<file path="src/rtl/ifetch_ctrl_pkg.sv">
// Shared types and constants for the instruction-fetch controller.
package ifetch_ctrl_pkg;

    // Pipeline stall vector: bit 1 is PC/IC, bit 2 is ID.
    localparam int STALL_WD = 6;
    localparam int STALL_IF = 1;
    localparam int STALL_ID = 2;

    localparam logic STOP    = 1'b1;
    localparam logic NO_STOP = 1'b0;

    // Fetch sequencer states.
    typedef enum logic [1:0] {
        IF_IDLE = 2'b00,  // nothing outstanding, no word held
        IF_REQ  = 2'b01,  // request driven, waiting for addr_ok
        IF_WAIT = 2'b10,  // request accepted, waiting for data_ok
        IF_DONE = 2'b11   // word held for IC
    } if_state_e;

    // True while a bus transaction is open (request pending or data pending).
    function automatic logic in_flight(input if_state_e s);
        return (s == IF_REQ) || (s == IF_WAIT);
    endfunction

endpackage

</file>
<file path="src/rtl/ifetch_ctrl_buf.sv">
// One-entry holding register for the fetched instruction word.
module ifetch_ctrl_buf #(
    parameter int DATA_WD = 32
) (
    input  logic               clk,
    input  logic               rst,
    input  logic               load,
    input  logic               clr,
    input  logic               hold,
    input  logic [DATA_WD-1:0] d,
    output logic [DATA_WD-1:0] q,
    output logic               valid
);

    // Load wins; clear drops valid unless the consumer is holding the word.
    always_ff @(posedge clk or negedge rst) begin
        if (!rst) begin
            // NOTE: the data register is reset too, because the word is a
            // visible output that must read zero straight out of reset.
            q     <= '0;
            valid <= 1'b0;
        end else if (load) begin
            // NOTE: sequential state always uses non-blocking assignment so
            // every flop samples pre-edge values regardless of block order.
            q     <= d;
            valid <= 1'b1;
        end else if (clr && !hold) begin
            valid <= 1'b0;
        end
    end

endmodule

</file>
<file path="src/rtl/ifetch_ctrl.sv">
// Instruction fetch sequencer between PC stage, IC stage and the inst bus.
module ifetch_ctrl
    import ifetch_ctrl_pkg::*;
#(
    parameter int ADDR_WD = 32,
    parameter int DATA_WD = 32,
    parameter int PERF_WD = 32
) (
    input  logic                clk,
    input  logic                rst,
    input  logic [STALL_WD-1:0] stall,
    input  logic                flush,
    input  logic                br_e,
    input  logic                pc_ce,
    input  logic [ADDR_WD-1:0]  pc_pc,
    output logic                inst_req,
    output logic [ADDR_WD-1:0]  inst_addr,
    input  logic                inst_addr_ok,
    input  logic                inst_data_ok,
    input  logic [DATA_WD-1:0]  inst_rdata,
    output logic                inst_valid,
    output logic [DATA_WD-1:0]  inst_o,
    output logic                stallreq_if,
    output logic [PERF_WD-1:0]  perf_wait_cnt
);

    if_state_e          state_q, state_d;
    logic               cancel_q, cancel_d;
    logic [ADDR_WD-1:0] addr_q;
    logic [PERF_WD-1:0] cnt_q;

    logic kill;
    logic fetch_go;
    logic stall_if;
    logic issue;
    logic req;
    logic buf_load;
    logic stall_raw;

    // Only the PC/IC stall bit matters here; the rest belong to later stages.
    logic unused_stall;
    assign unused_stall = ^{stall[STALL_WD-1:STALL_IF+1], stall[STALL_IF-1:0]};

    assign kill     = flush | br_e;
    assign fetch_go = pc_ce & ~kill;
    assign stall_if = (stall[STALL_IF] == STOP);

    // A new request goes out from IDLE, or from DONE once IC takes the word.
    assign issue = fetch_go &
                   ((state_q == IF_IDLE) || ((state_q == IF_DONE) && !stall_if));

    // Next-state, request and buffer-load decode.
    always_comb begin
        // NOTE: every comb output gets a default first so no path infers a latch.
        state_d  = state_q;
        cancel_d = cancel_q;
        req      = 1'b0;
        buf_load = 1'b0;
        if (issue) begin
            req = 1'b1;
            if (inst_addr_ok && inst_data_ok) begin
                buf_load = 1'b1;
                state_d  = IF_DONE;
            end else if (inst_addr_ok) begin
                state_d = IF_WAIT;
            end else begin
                state_d = IF_REQ;
            end
        end else begin
            unique case (state_q)
                IF_REQ: begin
                    req      = 1'b1;
                    cancel_d = cancel_q | kill;
                    if (inst_addr_ok) begin
                        if (inst_data_ok) begin
                            buf_load = ~(cancel_q | kill);
                            state_d  = (cancel_q | kill) ? IF_IDLE : IF_DONE;
                            cancel_d = 1'b0;
                        end else begin
                            state_d = IF_WAIT;
                        end
                    end
                end
                IF_WAIT: begin
                    cancel_d = cancel_q | kill;
                    if (inst_data_ok) begin
                        buf_load = ~(cancel_q | kill);
                        state_d  = (cancel_q | kill) ? IF_IDLE : IF_DONE;
                        cancel_d = 1'b0;
                    end
                end
                IF_DONE: begin
                    if (kill || !stall_if) begin
                        state_d = IF_IDLE;
                    end
                end
                default: begin
                    state_d = IF_IDLE;
                end
            endcase
        end
    end

    assign stall_raw = in_flight(state_q) |
                       ((state_q == IF_IDLE) & fetch_go & ~(inst_addr_ok & inst_data_ok));

    // Combinational outputs are gated by reset so they drop without a clock.
    assign inst_req    = rst & req;
    assign inst_addr   = !rst ? '0 : (issue ? pc_pc : addr_q);
    assign stallreq_if = rst & stall_raw;

    // State, cancel flag and the address held while the request is pending.
    always_ff @(posedge clk or negedge rst) begin
        if (!rst) begin
            state_q  <= IF_IDLE;
            cancel_q <= 1'b0;
            addr_q   <= '0;
        end else begin
            state_q  <= state_d;
            cancel_q <= cancel_d;
            if (issue) begin
                addr_q <= pc_pc;
            end
        end
    end

    // Saturating count of cycles spent waiting on the fetch.
    always_ff @(posedge clk or negedge rst) begin
        if (!rst) begin
            cnt_q <= '0;
        end else if (stall_raw && (cnt_q != '1)) begin
            cnt_q <= cnt_q + PERF_WD'(1);
        end
    end

    assign perf_wait_cnt = cnt_q;

    ifetch_ctrl_buf #(
        .DATA_WD(DATA_WD)
    ) u_buf (
        .clk  (clk),
        .rst  (rst),
        .load (buf_load),
        .clr  (state_q == IF_DONE),
        .hold (stall_if & ~kill),
        .d    (inst_rdata),
        .q    (inst_o),
        .valid(inst_valid)
    );

endmodule

</file>
<file path="config.mk">
export PLATFORM = sky130hd
export DESIGN_NAME = ifetch_ctrl
export DESIGN_NICKNAME = d
export VERILOG_FILES = /design/src/rtl/ifetch_ctrl_pkg.sv /design/src/rtl/ifetch_ctrl_buf.sv /design/src/rtl/ifetch_ctrl.sv
export SDC_FILE = /design/constraint.sdc
export NUM_CORES = 1
export LEC_CHECK = 0
export ABC_AREA = 1
export BUFFER_PORTS_ARGS = -buffer_cell sky130_fd_sc_hd__buf_2
export CAP_MARGIN = 20
export CORE_MARGIN = 8
export CORE_UTILIZATION = 51
export DETAILED_ROUTE_END_ITERATION = 8
export HOLD_SLACK_MARGIN = 0.1
export PLACE_DENSITY = 0.9
export SLEW_MARGIN = 20
export SYNTH_ARGS = -nofsm -noshare
export SYNTH_HDL_FRONTEND = slang
export SYNTH_HIERARCHICAL = 1
export SYNTH_SLANG_ARGS = --single-unit
</file>
<file path="constraint.sdc">
create_clock -name clk -period 2.41 [get_ports clk]
set_input_delay 0.1205 -clock clk [delete_from_list [all_inputs] [get_ports clk]]
set_output_delay 0.1205 -clock clk [all_outputs]
set_load 0.1 [all_outputs]
</file>
Word-level counts from Yosys, hierarchy flattened
Cells that the tools add are included.
{"block": "word_totals", "ff_bits": 100, "in_bits": 77, "output_inout_bits": 99, "elab_cells": 66}
{"block": "classes", "n_addsub": 1, "eq_ne": 7, "muxes": 23, "n_bitwise": 15, "n_reduce_logical": 14}
{"operator": "2-to-1 mux 32 bit", "n": 2}
{"operator": "adder 32 x 1 -> 32 bit (second input constant)", "n": 1}
{"operator": "!= test 32 bit (second input constant)", "n": 1}
{"operator": "2-to-1 mux 2 bit", "n": 8}
{"operator": "2-to-1 mux 1 bit", "n": 10}
{"operator": "!= test 3 bit (second input constant)", "n": 3}
{"operator": "bitwise AND 1 bit", "n": 8}
{"operator": "case mux 2 bit (3 select lines)", "n": 1}
{"operator": "== test 2 bit (second input constant)", "n": 2}
{"operator": "logical AND 1 bit", "n": 4}
{"operator": "inverter 1 bit", "n": 4}
{"operator": "case mux 1 bit (2 select lines)", "n": 2}
{"operator": "nonzero test 2 bit", "n": 2}
{"operator": "logical OR 1 bit", "n": 3}
{"operator": "OR 1 bit", "n": 3}
{"operator": "AND reduction 3 bit", "n": 1}
{"operator": "== test 2 x 1 -> 1 bit (second input constant)", "n": 1}
{"operator": "logical NOT 1 bit", "n": 2}
{"operator": "logical NOT 2 bit", "n": 1}
{"operator": "AND reduction 2 bit", "n": 1}

Depth between registers and ports, before layout
Gate-level depths: netlist (run 1).
{"block": "depth", "ltp_word": 8, "mapped_depth": 15, "depth_no_buf": 12}

Hierarchy
The synthesis (run 1) kept the hierarchy.
{"mod": "ifetch_ctrl", "instances": 1, "cells_per_inst": 580, "area_per_inst_um2": 4030.1}
{"mod": "ifetch_ctrl_buf", "instances": 1, "cells_per_inst": 141, "area_per_inst_um2": 1330.0}

Worst setup path before layout (run 1)
No wires, ideal clock.
{"block": "synth_timing", "path_type": "register to output", "from": "reg state_q[0]", "to": "out inst_addr[25]", "arrival_ns": 2.666, "required_time_ns": 2.289, "path_slack_ns": -0.376, "stages_incl_launch_ff": 10, "path_buffers": 2, "path_cell_list": "dfrtp_1 > inv_1 > ha_1 > inv_1 > nand2_1 > nand3_1 > clkbuf_1 > clkbuf_1 > o21ai_0 > nor2_1"}
{"block": "synth_via", "elab_chain_cells": 6}
{"item": "start: declaration", "line": "ifetch_ctrl.sv:27", "rtl": "if_state_e state_q, state_d;"}
{"item": "start signal: assignment", "line": "ifetch_ctrl.sv:119", "rtl": "state_q <= state_d;"}
{"item": "== test 2 bit", "line": "ifetch_ctrl.sv:50", "rtl": "((state_q == IF_IDLE) || ((state_q == IF_DONE) && !stall_if));"}
{"item": "logical AND 1 bit", "line": "ifetch_ctrl.sv:50"}
{"item": "logical OR 1 bit *", "line": "ifetch_ctrl.sv:50"}
{"item": "bitwise AND 1 bit *", "line": "ifetch_ctrl.sv:49", "rtl": "assign issue = fetch_go &"}
{"item": "2-to-1 mux 32 bit *"}
{"item": "2-to-1 mux 32 bit *", "line": "ifetch_ctrl.sv:109", "rtl": "assign inst_addr = !rst ? '0 : (issue ? pc_pc : addr_q);"}
{"item": "end: declaration", "line": "ifetch_ctrl.sv:17", "rtl": "output logic [ADDR_WD-1:0] inst_addr,"}
Mark *: on every way between the ends. The rest lies on a longest branch, timed or not.

Final worst setup path (run 1)
{"block": "layout_timing", "from": "reg state_q[1]", "to": "out inst_addr[2]"}
The elaborated chain is that of the path after synthesis.

==> results of run 1 <==
[routing by layer]
layer	GRT usage (%)	vias up
li1	-	2654
met1	30.7	2797
met2	48.3	425
met3	9.71	115
met4	13.7	0
met5	0	-
[stage by stage]
step	worst slack, ns	area [µm²]	total power, W	setup TNS (ns)
6_report	-0.149	7980	0.00698	-0.695
5_1_grt	-0.148	7980	0.00718	-1.07
4_1_cts	0.0118	7800	0.00671	0
2_1_floorplan	0.0610	5450	0.00460	0
3_5_place_dp	0.289	6870	0.00543	0
3_3_place_gp	0.342	6870	0.00535	0
[state kept, by name, summed over array words and instances, names as in the netlist]
name	count
addr_q	32
u_buf/q	32
u_buf/valid	1
perf_wait_cnt	32
state_q	2
cancel_q	1
[cell type report]
class / count / area, µm²
tap: 136 / 170
clock buffer: 9 / 124
antenna: 3 / 7.51
timing repair buffer: 251 / 2180
inverter: 76 / 303
multi-input combinational: 523 / 2600
sequential: 100 / 2500
fill: 634 / 2300
clock inverter: 7 / 93.8
[critical path, cell delays in order (launching register included)]
cell	delay, ns
dfrtp_1	0.47
ha_2	0.27
nand2_1	0.08
nand2_1	0.11
nand3_4	0.13
buf_4	0.28
o21ai_0	0.42
nor2_2	0.11
buf_12	0.20
[path summary, 6_finish.rpt]
path / startpoint / end / slack, ns / cells past startpoint
setup / recovery: state_q[1]$_DFFE_PN0P_ / inst_addr[2] / -0.15 / 8
hold reg to reg: u_buf/q[5]$_DFFE_PN0P_ / u_buf/q[5]$_DFFE_PN0P_ / 0.48 / 2
setup reg to reg: state_q[1]$_DFFE_PN0P_ / u_buf/q[19]$_DFFE_PN0P_ / 0.16 / 12
min in group clk: stall[1] / u_buf/valid$_DFFE_PN0P_ / 0.34 / 7
max in group asynchronous: rst / perf_wait_cnt[24]$_DFFE_PN0P_ / 1.32 / 3
hold / removal: rst / perf_wait_cnt[12]$_DFFE_PN0P_ / 0.34 / 3
[placed cells by master (no fill, tap or decap), drive strengths merged]
master       instances
or2                 32
ha                   5
nor2                94
o21ai               43
clkinv               3
xnor2                6
inv                 78
bufinv               1
xor2                 7
nand2              305
dlygate4sd3         67
dfrtp              100
buf                183
clkinvlp             1
diode                3
clkbuf              10
nand4                5
nand3               25
nand3b               1
[power by group]
| part | switching (W) | total, W | internal [W] |
|---|---|---|---|
| clock | 0.000688 | 0.00120 | 0.000510 |
| sequential | 0.000225 | 0.00220 | 0.00197 |
| combinational | 0.00274 | 0.00358 | 0.000842 |
| total | 0.00365 | 0.00698 | 0.00332 |
[what timing repair did]
item                       CTS  global route
hold buffers                67             0
hold endpoints to repair   166             0
setup endpoints to repair   32            32
buffers inserted             2             2
pin swaps                    1            12
gates cloned                 0             1
resized for setup           10            60
[cell families after synthesis]
group / after synthesis / share of synthesized area, %
compound gates: 43 / 4.08
xor+xnor: 13 / 2.12
fa+ha+maj: 5 / 1.17
buf+inv: 98 / 9.15
flops: 100 / 46.7
simple gates: 462 / 36.8
==> results.py, run 1 <==
metrics = {
    "drt": {
        "met2_length_um": 10500,
        "routed_wl_um": 21700,
        "first_pass_iters": 5,
        "vias": 5991,
        "wl_per_cell_um": 19.7,
        "met3WireLength_um": 2300,
        "drt-met1-wl_um": 7680,
        "drc": 0,
        "drtIter0Drc": 604,
        "topRoutingLayerUsed": "met4",
        "route.antenna.remaining_nets": 0,
        "avgViaCountPerCell": 5.42,
    },
    "sta": {
        "fmax_mhz": 391,
        "rsz0062_at_grt": "true",
        "setup_ws_ns": -0.149,
        "clock-skew-final_ns": 0.0349,
        "worstMarginPinSlew_ns": 0.857,
        "whs_ns": 0.338,
        "hold_viol": 0,
        "finalSetupViolCount": 20,
        "slew_headroom_pct": 42.9,
        "period_share_pct": 106,
        "period_needed_ns": 2.56,
        "slew_violations": 0,
    },
    "logic_synthesis": {
        "synthArstFlopShare_pct": 100,
        "synthTopCellsByArea": "dfrtp_1 (47%), nand2_1 (20%), nor2_1 (6.3%)",
        "syn-instance-count": 721,
        "syn_area_per_cell_um2": 7.43,
        "synth_edf_count": 0,
        "yosysTopAreaCell": "dfrtp_1",
        "ys_ff_latch": 100,
        "syn-num-nets": 803,
        "ys_top_cells_by_count": "nand2_1 (282), dfrtp_1 (100), nor2_1 (90), inv_1 (73), o21ai_0 (40)",
        "netlist_area_um2": 5360,
        "seq_area_frac_synth_pct": 46.7,
        "synth_flop_cell": "dfrtp_1",
        "synth_top_area_share_pct": 46.7,
        "synthMostInstantiatedCell": "nand2_1",
        "synthDistinctLibCells": 28,
        "yosysWarningCount": 6,
    },
    "placement": {
        "dpl.hpwl_um": 11800,
        "io_buffers": 170,
        "dp.cells": 1014,
        "place.gp.congestion": 0.956,
    },
    "floorplan": {
        "ioPinCount": 176,
        "die_w_um": 119,
        "initial_utilization_pct": 52.2,
        "fp-row-count": 37,
        "dieArea_um2": 14000,
        "die_h_um": 119,
        "core_area_um2": 10300,
    },
    "grt": {
        "grt_max_degree": 68,
        "grt_antenna_before_repair": 2,
        "overflow": 0,
        "groute.usage.overall_pct": 28.2,
        "grt_pass1_wl_um": 31800,
        "grt_pass1_vias": 6154,
    },
    "finish": {
        "fin_nets": 1043,
        "stdcell_count": 1105,
        "post-route-util_pct": 77.7,
        "areaGrowthSynthToFinish_pct": 48.9,
        "drive_above_1_share_pct": 33.9,
    },
    "status": {
        "violations": "negative setup slack",
        "run_status": "finished with violations",
    },
    "critical_path": {
        "crit_required_ns": 2.29,
        "critPathCaptureType": "output pin",
        "cp_max_fo": 20,
        "worstSetupStartpointType": "flip-flop",
        "cp.arrival_ns": 2.44,
        "crit_type": "flip-flop to output pin",
    },
    "clock_tree": {
        "clkLatencyLatePin_ns": 0.40,
        "cts_tree": "yes",
        "clock_sinks": 100,
        "path_clk_slew_ns": 0.11,
        "htreeDepth": 3,
        "clockBufferDepth": 2,
        "cts-buffers-inserted": 9,
        "cts_root_buf": "clkbuf_8",
    },
    "pwr": {
        "leakage_nw": 4.09,
        "power.density_nw_per_um2": 874,
        "ir_drop_mv": 0.769,
    },
    "job": {
        "drv_cap": 0,
    },
    "hold_path": {
        "min_path_type": "input port to async pin",
    },
}
Power figures use the tool's default switching activity.
==> run 2: changes to the inputs <==
==> constraint.sdc (replaced) <==
create_clock -name clk -period 2.41 [get_ports clk]
set_input_delay 0.482 -clock clk [delete_from_list [all_inputs] [get_ports clk]]
set_output_delay 0.482 -clock clk [all_outputs]
set_load 0.1 [all_outputs]
==> run 2 against run 1 <==
The run ends with design-rule violations, negative setup slack left. Via count grew 3.4%. Cell count decreased by 2.0%. Sequential share of layout area fell by 0.95 points. Register-to-register slack got worse by 0.32 ns. Clock power is 4% lower. Setup slack worse by 0.17 ns. Core utilization increased by 2.5 points. Critical path depth up 3. Largest cell class unchanged.
==> results.py, run 2 (same netlist as run 1, synthesis figures left out) <==
metrics = {
    "status": {
        "run_status": "finished with violations",
        "violations": "design-rule violations, negative setup slack",
    },
    "critical_path": {
        "crit_type": "flip-flop to output pin",
        "cpMostUsedCell": "inv_2",
        "path_cells": "inv_2 > ha_4 > inv_2 > nand2_2 > nand3_4 > inv_8 > buf_8 > or2_4 > o21ai_4 > nor2_4 > buf_12",
        "cp.arrival_ns": 2.25,
        "critPathCaptureType": "output pin",
        "crit_required_ns": 1.93,
        "crit_path_max_incr_delay_ns": 0.46,
        "cp_max_fo": 8,
        "worstSetupStartpointType": "flip-flop",
        "crit_path_top_delay_cell": "dfrtp_1",
    },
    "finish": {
        "fillerInstances": 594,
        "fin_nets": 1025,
        "n_antenna_cell": 0,
        "multi_input_area_um2": 3100,
        "final_common_cell": "nand2_1",
        "seqCellArea_um2": 2500,
        "drive_above_1_share_pct": 41.1,
        "areaGrowthSynthToFinish_pct": 53.6,
        "post-route-util_pct": 80.1,
        "final_cell_mix": "nand2_1 (280), buf_2 (135), dfrtp_1 (99)",
    },
    "grt": {
        "grt_antenna_before_repair": 0,
        "grt_pass1_wl_um": 32700,
        "overflow": 0,
        "groute.usage.overall_pct": 29.0,
        "grt_max_degree": 53,
        "grt_pass1_vias": 5991,
    },
    "placement": {
        "place.gp.congestion": 0.971,
        "dpl.hpwl_um": 12400,
        "io_buffers": 170,
        "pre_cts_ws_ns": 0.0353,
    },
    "sta": {
        "rsz0062_at_grt": "true",
        "finalSetupViolCount": 69,
        "period_share_pct": 113,
        "setup_ws_ns": -0.318,
        "slew_violations": 0,
        "fmax_mhz": 367,
        "timing.setup.tns_ns": -11.95,
        "whs_ns": 0.243,
        "clock-skew-final_ns": 0.0283,
        "period_needed_ns": 2.73,
        "slew_headroom_pct": 52.9,
        "hold_viol": 0,
        "worstMarginPinSlew_ns": 0.706,
    },
    "drt": {
        "first_pass_iters": 9,
        "wl_per_cell_um": 22.2,
        "route.antenna.remaining_nets": 0,
        "vias": 6194,
        "drc": 10,
        "drtIter0Drc": 910,
        "routed_wl_um": 24000,
        "avgViaCountPerCell": 5.72,
    },
    "clock_tree": {
        "htreeDepth": 3,
        "cts-buffers-inserted": 9,
        "path_clk_slew_ns": 0.10,
        "clkLatencyLatePin_ns": 0.39,
        "cts_root_buf": "clkbuf_8",
        "clock_sinks": 100,
        "clockBufferDepth": 2,
        "cts_hold_buf": 0,
        "cts_tree": "yes",
    },
    "floorplan": {
        "die_w_um": 119,
        "initial_utilization_pct": 52.2,
        "ioPinCount": 176,
        "die_h_um": 119,
        "fp-row-count": 37,
        "dieArea_um2": 14000,
        "core_area_um2": 10300,
    },
    "pwr": {
        "power.density_nw_per_um2": 897,
        "ir_drop_mv": 0.637,
        "leakage_nw": 4.17,
    },
    "job": {
        "drv_cap": 0,
    },
    "hold_path": {
        "min_path_type": "input port to async pin",
    },
}
==> run 2: metrics by stage <==
| stage | instances | total power (W) | cell area [µm²] |
|---|---|---|---|
| finish | 1083 | 0.00739 | 8230 |
| floorplan | 721 | 0.00466 | 5580 |
| global route | 1083 | 0.00756 | 8230 |
| global placement | 1024 | 0.00544 | 7120 |
| detailed placement | 1024 | 0.00554 | 7120 |
| CTS | 1074 | 0.00705 | 8090 |
==> run 2: final cells by class <==
| cell class | instances | area share (%) |
|---|---|---|
| clock buffers | 11 | 1.72 |
| well taps | 136 | 2.07 |
| clock inverters | 4 | 0.684 |
| multi-input cells | 523 | 37.6 |
| repair buffers | 233 | 23.8 |
| flip-flops and latches | 100 | 30.4 |
| inverters | 76 | 3.71 |
==> run 2: path summary, 6_finish.rpt <==
kind                                         startpoint                      endpoint  slack [ns]  cells after the start
max in group asynchronous                           rst        state_q[1]$_DFFE_PN0P_        0.97                      3
worst max-delay path             state_q[0]$_DFFE_PN0P_                 inst_addr[22]       -0.32                     11
worst max register to register   state_q[0]$_DFFE_PN0P_       u_buf/q[20]$_DFFE_PN0P_       -0.16                     14
worst min register to register  u_buf/q[28]$_DFFE_PN0P_       u_buf/q[28]$_DFFE_PN0P_        0.48                      2
min in group clk                         inst_rdata[28]       u_buf/q[28]$_DFFE_PN0P_        0.31                      3
worst min-delay path                                rst  perf_wait_cnt[6]$_DFFE_PN0P_        0.24                      2
==> run 2: power breakdown <==
| part | leakage, nW | internal [W] | total (W) | switching (W) |
|---|---|---|---|---|
| sequential | 1.25 | 0.00197 | 0.00222 | 0.000244 |
| clock | 0.100 | 0.000515 | 0.00115 | 0.000637 |
| combinational | 2.82 | 0.00109 | 0.00402 | 0.00293 |
==> run 2: per-layer routing <==
metal | vias up | track usage, % | wire length (µm)
met5 | - | 0 | 0
met1 | 2873 | 32.3 | 8430
li1 | 2622 | - | -
met4 | 0 | 14.5 | 1600
met2 | 520 | 49.3 | 11200
met3 | 179 | 9.33 | 2760
==> run 2: worst max-delay path: cells and delay by family, from the launching register on <==
family | cells | cell delay (ns)
flip-flops | 1 | 0.46
buffers and inverters | 5 | 0.65
AO/OA/AOI/OAI | 1 | 0.07
adder cells (fa/ha/maj) | 1 | 0.17
AND/OR/NAND/NOR | 4 | 0.52
==> run 2: what timing repair did <==
action	in CTS	in global routing
gates cloned	4	0
buffers inserted	35	10
resized for setup	147	15
setup endpoints to repair	33	68
pin swaps	31	35
